[src/rtl/reg_file_dump_reader.sv]
// Register-file dump reader.
// Walks register indices FIRST_REG..LAST_REG through a combinational read
// port and presents each captured value as a valid/ready output beat.
// One beat every two cycles when the consumer is always ready. A dump can be
// abandoned with abort_i. An abandoned dump gives no done_o pulse.
// The block never writes the register file.
module reg_file_dump_reader #(
  parameter int unsigned FIRST_REG = 0,
  parameter int unsigned LAST_REG  = 31
) (
  input  logic        clk,
  input  logic        reset,
  input  logic        start_i,
  input  logic        abort_i,
  output logic [4:0]  read_register_o,
  input  logic [31:0] read_data_i,
  output logic        dump_valid_o,
  input  logic        dump_ready_i,
  output logic [31:0] dump_data_o,
  output logic [4:0]  dump_index_o,
  output logic        busy_o,
  output logic        done_o
);

  // State encodings are kept as plain constants for compatibility with
  // older tools that consume this block.
  localparam logic [1:0] IDLE = 2'd0;
  localparam logic [1:0] READ = 2'd1;
  localparam logic [1:0] SEND = 2'd2;
  localparam logic [1:0] DONE = 2'd3;

  localparam logic [4:0] FIRST_IDX = 5'(FIRST_REG);
  localparam logic [4:0] LAST_IDX  = 5'(LAST_REG);

  logic [1:0]  state;
  logic [4:0]  index;
  logic        valid_q;
  logic [31:0] data_q;
  logic [4:0]  index_q;

  // The read port always follows the walking index. The read data is
  // combinational, so one READ cycle is enough to capture it.
  assign read_register_o = index;
  assign dump_valid_o    = valid_q;
  assign dump_data_o     = data_q;
  assign dump_index_o    = index_q;

  // Status flags come straight from the state. A reset or an abort clears
  // them as soon as the state returns to IDLE.
  assign busy_o = (state == READ) || (state == SEND);
  assign done_o = (state == DONE);

  // Dump sequencer: capture in READ, hold the beat in SEND until it is
  // accepted, then advance the index or finish. Abort overrides a handshake
  // in the same cycle. A beat accepted in that cycle still counts as
  // delivered.
  always_ff @(posedge clk or negedge reset) begin
    if (!reset) begin
      state   <= IDLE;
      index   <= '0;
      valid_q <= 1'b0;
      data_q  <= '0;
      index_q <= '0;
    end else begin
      case (state)
        IDLE: begin
          if (start_i && !abort_i) begin
            index <= FIRST_IDX;
            state <= READ;
          end
        end
        READ: begin
          if (abort_i) begin
            valid_q <= 1'b0;
            state   <= IDLE;
          end else begin
            data_q  <= read_data_i;
            index_q <= index;
            valid_q <= 1'b1;
            state   <= SEND;
          end
        end
        SEND: begin
          if (abort_i) begin
            valid_q <= 1'b0;
            state   <= IDLE;
          end else if (dump_ready_i) begin
            valid_q <= 1'b0;
            if (index == LAST_IDX) begin
              state <= DONE;
            end else begin
              index <= index + 5'd1;
              state <= READ;
            end
          end
        end
        DONE: begin
          state <= IDLE;
        end
        default: begin
          valid_q <= 1'b0;
          state   <= IDLE;
        end
      endcase
    end
  end

endmodule
[config.mk]
export PLATFORM = sky130hd
export DESIGN_NAME = reg_file_dump_reader
export DESIGN_NICKNAME = d
export VERILOG_FILES = /design/src/rtl/reg_file_dump_reader.sv
export SDC_FILE = /design/constraint.sdc
export NUM_CORES = 1
export LEC_CHECK = 0
export ABC_AREA = 1
export BUFFER_PORTS_ARGS = -buffer_cell sky130_fd_sc_hd__buf_2
export CORE_ASPECT_RATIO = 1.25
export CORE_MARGIN = 2
export CORE_UTILIZATION = 30
export CTS_CLUSTER_SIZE = 20
export DETAILED_ROUTE_END_ITERATION = 10
export MAX_ROUTING_LAYER = met4
export PLACE_DENSITY = 0.58
export RECOVER_POWER = 100
export REMOVE_ABC_BUFFERS = 1
export SLEW_MARGIN = 20
export SYNTH_ARGS = -nofsm -noshare
export SYNTH_HDL_FRONTEND = slang
export SYNTH_SLANG_ARGS = --single-unit
export TNS_END_PERCENT = 5
[constraint.sdc]
create_clock -name clk -period 4.7 [get_ports clk]
set_input_delay 0.94 -clock clk [delete_from_list [all_inputs] [get_ports clk]]
set_output_delay 0.94 -clock clk [all_outputs]
set_load 0.05 [all_outputs]
# ---- Word level (Yosys, flattened, before mapping)
# Index checks and enable logic that the tools add are counted.
dict set report totals {
  register_bits 45
  out_inout_bits 45
}
dict set report classes {
  add_sub_neg 1
  n_eq_ne 9
  mux 15
  n_bitwise 1
  reduce_logical 10
}
# operator n
set ops {}
lappend ops {{5-bit 2-to-1 mux} 4}
lappend ops {{2-bit 2-to-1 mux} 5}
lappend ops {{5-bit one-hot mux with 2 select lines} 1}
lappend ops {{2-bit != test (second input constant)} 4}
lappend ops {{2-bit one-hot mux with 4 select lines} 1}
lappend ops {{2-bit AND reduction} 3}
lappend ops {{5-bit by 1-bit adder with 5-bit output (second input constant)} 1}
lappend ops {{5-bit equality test (second input constant)} 1}
lappend ops {{5-bit AND reduction} 1}
lappend ops {{2-bit equality test (second input constant)} 2}
lappend ops {{2-bit nonzero test} 2}
lappend ops {{1-bit 2-to-1 mux} 3}
lappend ops {{3-bit != test (second input constant)} 1}
lappend ops {{2-bit by 1-bit equality test with 1-bit output (second input constant)} 1}
lappend ops {{2-bit logical NOT} 1}
lappend ops {{1-bit one-hot mux with 2 select lines} 1}
lappend ops {{1-bit logical AND} 1}
lappend ops {{1-bit logical NOT} 1}
lappend ops {{1-bit logical OR} 1}
lappend ops {{1-bit NOT} 1}

# ---- Longest topological paths before layout
dict set report logic_depth {
  ltp_word 5
  ltp_mapped 9
  mapped_depth_nobuf 8
}

# ---- Worst setup path after synthesis
# Ideal clock, no wire load.
dict set report synth_path {
  path_type {register to output}
  from {register state[0]}
  to {output port busy_o}
  t_arrival_ns 1.020
  setup_slack_ns 2.740
  path_stages_with_launch 3
  n_path_buf 0
  path_cell_list {dfrtp_1 inv_1 ha_1}
}
dict set report synth_via {
  elab_chain_cells 2
  elab_cells_between_ends 3
}
# element line_no
set synth_lines {}
lappend synth_lines {{start, declared} 35} ;# logic [1:0] state;
lappend synth_lines {{start signal, assigned} 59} ;# state <= IDLE;
lappend synth_lines {{start signal, assigned} 69} ;# state <= READ;
lappend synth_lines {{start signal, assigned} 75} ;# state <= IDLE;
lappend synth_lines {{2-bit by 1-bit equality test with 1-bit output / 2-bit equality test (equally long branches)} 50} ;# assign busy_o = (state == READ) || (state == SEND);
lappend synth_lines {{1-bit logical OR (*)} 50}
lappend synth_lines {{end, declared} 21} ;# output logic busy_o,
# Mark *: on every way between the ends. The rest lies on a longest branch, timed or not.

==> results.toml <==
[status]
outcome = "finished with violations"
violations = "max-capacitance violations, max-slew violations"

[setup_path]
critPathMaxFanout = 45
endpoint_kind = "asynchronous set/reset pin"
slowest_delay_ns = 1.68
cp.arrival_ns = 2.64
path_delay_family = "buffers and inverters"
slowest_stage = "clkbuf_1"
r2r-start = "state[1]$_DFFE_PN0P_"
startpoint = "reset"
worstSetupStartpointType = "input port"
crit_chain = "clkbuf_1"
critPathBufInv = 1
crit_required_ns = 4.60
path_class = "input port to asynchronous set/reset pin"

[cts]
numCtsBuffers = 5
cts.clk_slew.worst_paths_ns = 0.08
post-cts-setup-buffers = 0
htree_levels = 2
cts_max_path_buffers = 2
clock_sinks = 45
hold_buffers = 0
cts_root_buf = "clkbuf_8"
tritoncts = "done"
clk_latency_ns = 0.29
ctsResizeCount = 0

[synthesis]
avgSynthCellArea_sq_um = 13.7
yosys.area_share.adder_pct = 4.28
async_reset_ff_share_pct = 100
synth-main-ff-cell = "dfrtp_1"
synthCells = 149
synth_warnings = 0
synth_mux_area_share_pct = 25.7
synth_top_area_share_pct = 55.1
synth_area_leaders = "dfrtp_1 (55%), mux2_4 (26%), nand2_1 (4.8%), ha_1 (4.3%), buf_6 (2.8%)"
synth_commonest_cells = "dfrtp_1 (45), mux2_4 (35), nand2_1 (26)"
synth_top_area_cell = "dfrtp_1"
yosysSeqAreaShare_pct = 55.1
syn-cell-area_sq_um = 2040
synth_xor_area_share_pct = 0
synthSimpleGateAreaFrac_pct = 8.45
synth_edf_count = 0
ys_types = 15
synth-compound-area-share_pct = 2.45
synth_most_common_cell = "dfrtp_1"
synth_top_family_by_area = "multiplexers"
synth-seq-cells = 45

[route]
drt_iter0_drc = 48
vias = 1346
via_per_inst = 4.21
wl_per_cell_um = 11.7
ant_nets = 0
first_pass_iters = 2
drcViolationCount = 0
wl_um = 3740

[sta]
post-route-period-util_pct = 58.2
maxSlewViolCount = 87
rsz0062_at_grt = "no"
skew_ns = 0.00413
layout_min_cycle_time_ns = 2.74
setup_violations = 0
tns_ns = 0
relSlewSlack_pct = -60.1
tightest_slew_ns = 2.40
clock.fmax_ghz = 0.365
hold_slack_ns = 0.481
hold_viol_final = 0

[floorplanning]
die_y_um = 96.3
dieArea_sq_um = 7500
fp.dieW_um = 77.8
start_util_pct = 31.1
fp.coreArea_sq_um = 6570
io_pins = 82
rows = 33

[global_routing]
grt-busiest-layer = "met2"
grt_pass1_wl_um = 6070
grt_pass1_vias = 1268
grt_max_degree = 46
grt_use_met1_pct = 14.8
grt_antenna_before_repair = 0
grt_usage_pct = 10.6
use_met2_pct = 14.9
use_met3_pct = 2.44
grt-ovfl-total = 0

[placed_design]
placed_cells = 312
gp_congestion = 0.713
io_buffers = 81
placed_area_sq_um = 2500
place_hpwl_um = 2620

[layout]
syn2layout_area_growth_pct = 17.4
drive_above_1_share_pct = 18.5
fillCellCount = 711
final_cell_area_sq_um = 2400
stdcell_count = 320
n_antenna_cell = 0
fin_nets = 276

[min_path]
min_path_type = "flop to flop"
hold_start = "dump_valid_o$_DFFE_PN0P_"

[flow_run]
cap_violations = 2
==> worst paths after layout <==
path / end / slack [ns] / depth (start not counted)
setup / recovery: dump_data_o[6]$_DFFE_PN0P_ / 1.96 / 1
hold / removal: dump_valid_o$_DFFE_PN0P_ / 0.48 / 2
setup reg to reg: dump_data_o[25]$_DFFE_PN0P_ / 2.26 / 4
hold reg to reg: dump_valid_o$_DFFE_PN0P_ / 0.48 / 2
max in group clk: dump_data_o[25]$_DFFE_PN0P_ / 2.10 / 4
min in group asynchronous: dump_data_o[17]$_DFFE_PN0P_ / 1.38 / 1
==> per-layer routing <==
| layer | part of all wire (%) | wire, um |
|---|---|---|
| met2 | 44 | 1660 |
| met3 | 6.4 | 240 |
| met5 | 0 | 0 |
| met1 | 48 | 1780 |
| met4 | 1.4 | 53 |
==> cell type report <==
cell class	count	area, sq um	area share [%]
inverters	7	26.3	1.09
multi-input cells	92	692	28.8
clock inverters	1	5.00	0.208
repair buffers	81	347	14.4
well taps	87	109	4.53
flip-flops and latches	45	1130	46.9
clock buffers	7	96.3	4.01
==> flip-flops by register name, indices dropped and copies added, names as in the netlist <==
signal / count
dump_index_o: 5
dump_data_o: 32
state: 2
read_register_o: 5
dump_valid_o: 1
==> cells in the final DEF (no fill, tap or decap) <==
master,Yosys,routed
ha_1,7,7
mux2_1,0,35
nand3_1,3,4
clkbuf_8,0,7
buf_2,0,34
nor2_1,7,7
o21ai_0,5,9
nand4_1,1,1
nand2_1,26,27
inv_1,5,7
dfrtp_1,45,45
clkinv_2,0,1
or2_2,1,1
clkbuf_1,0,47
o21ai_1,5,1
==> cell families after synthesis <==
group,after synthesis
flip-flops,45
AND/OR/NAND/NOR,40
multiplexers,35
buffers and inverters,12
AO/OA/AOI/OAI,10
adder cells (fa/ha/maj),7
==> stage by stage <==
step	utilization, %	setup WS, ns
after floorplan	-	2.74
after global routing	36.6	1.42
after CTS	39.7	2.37
after detailed placement	38.1	2.55
after global placement	38.1	2.56
final	36.6	1.96
==> tightest hold or removal path, delay by kind of cell, from the launching register on <==
| family | cells | cell delay, ns |
|---|---|---|
| AND/OR/NAND/NOR | 2 | 0.10 |
| flip-flops | 1 | 0.35 |
Power is not shown: default switching activity piles up to over one toggle a cycle in this logic, so the estimate is an artifact.
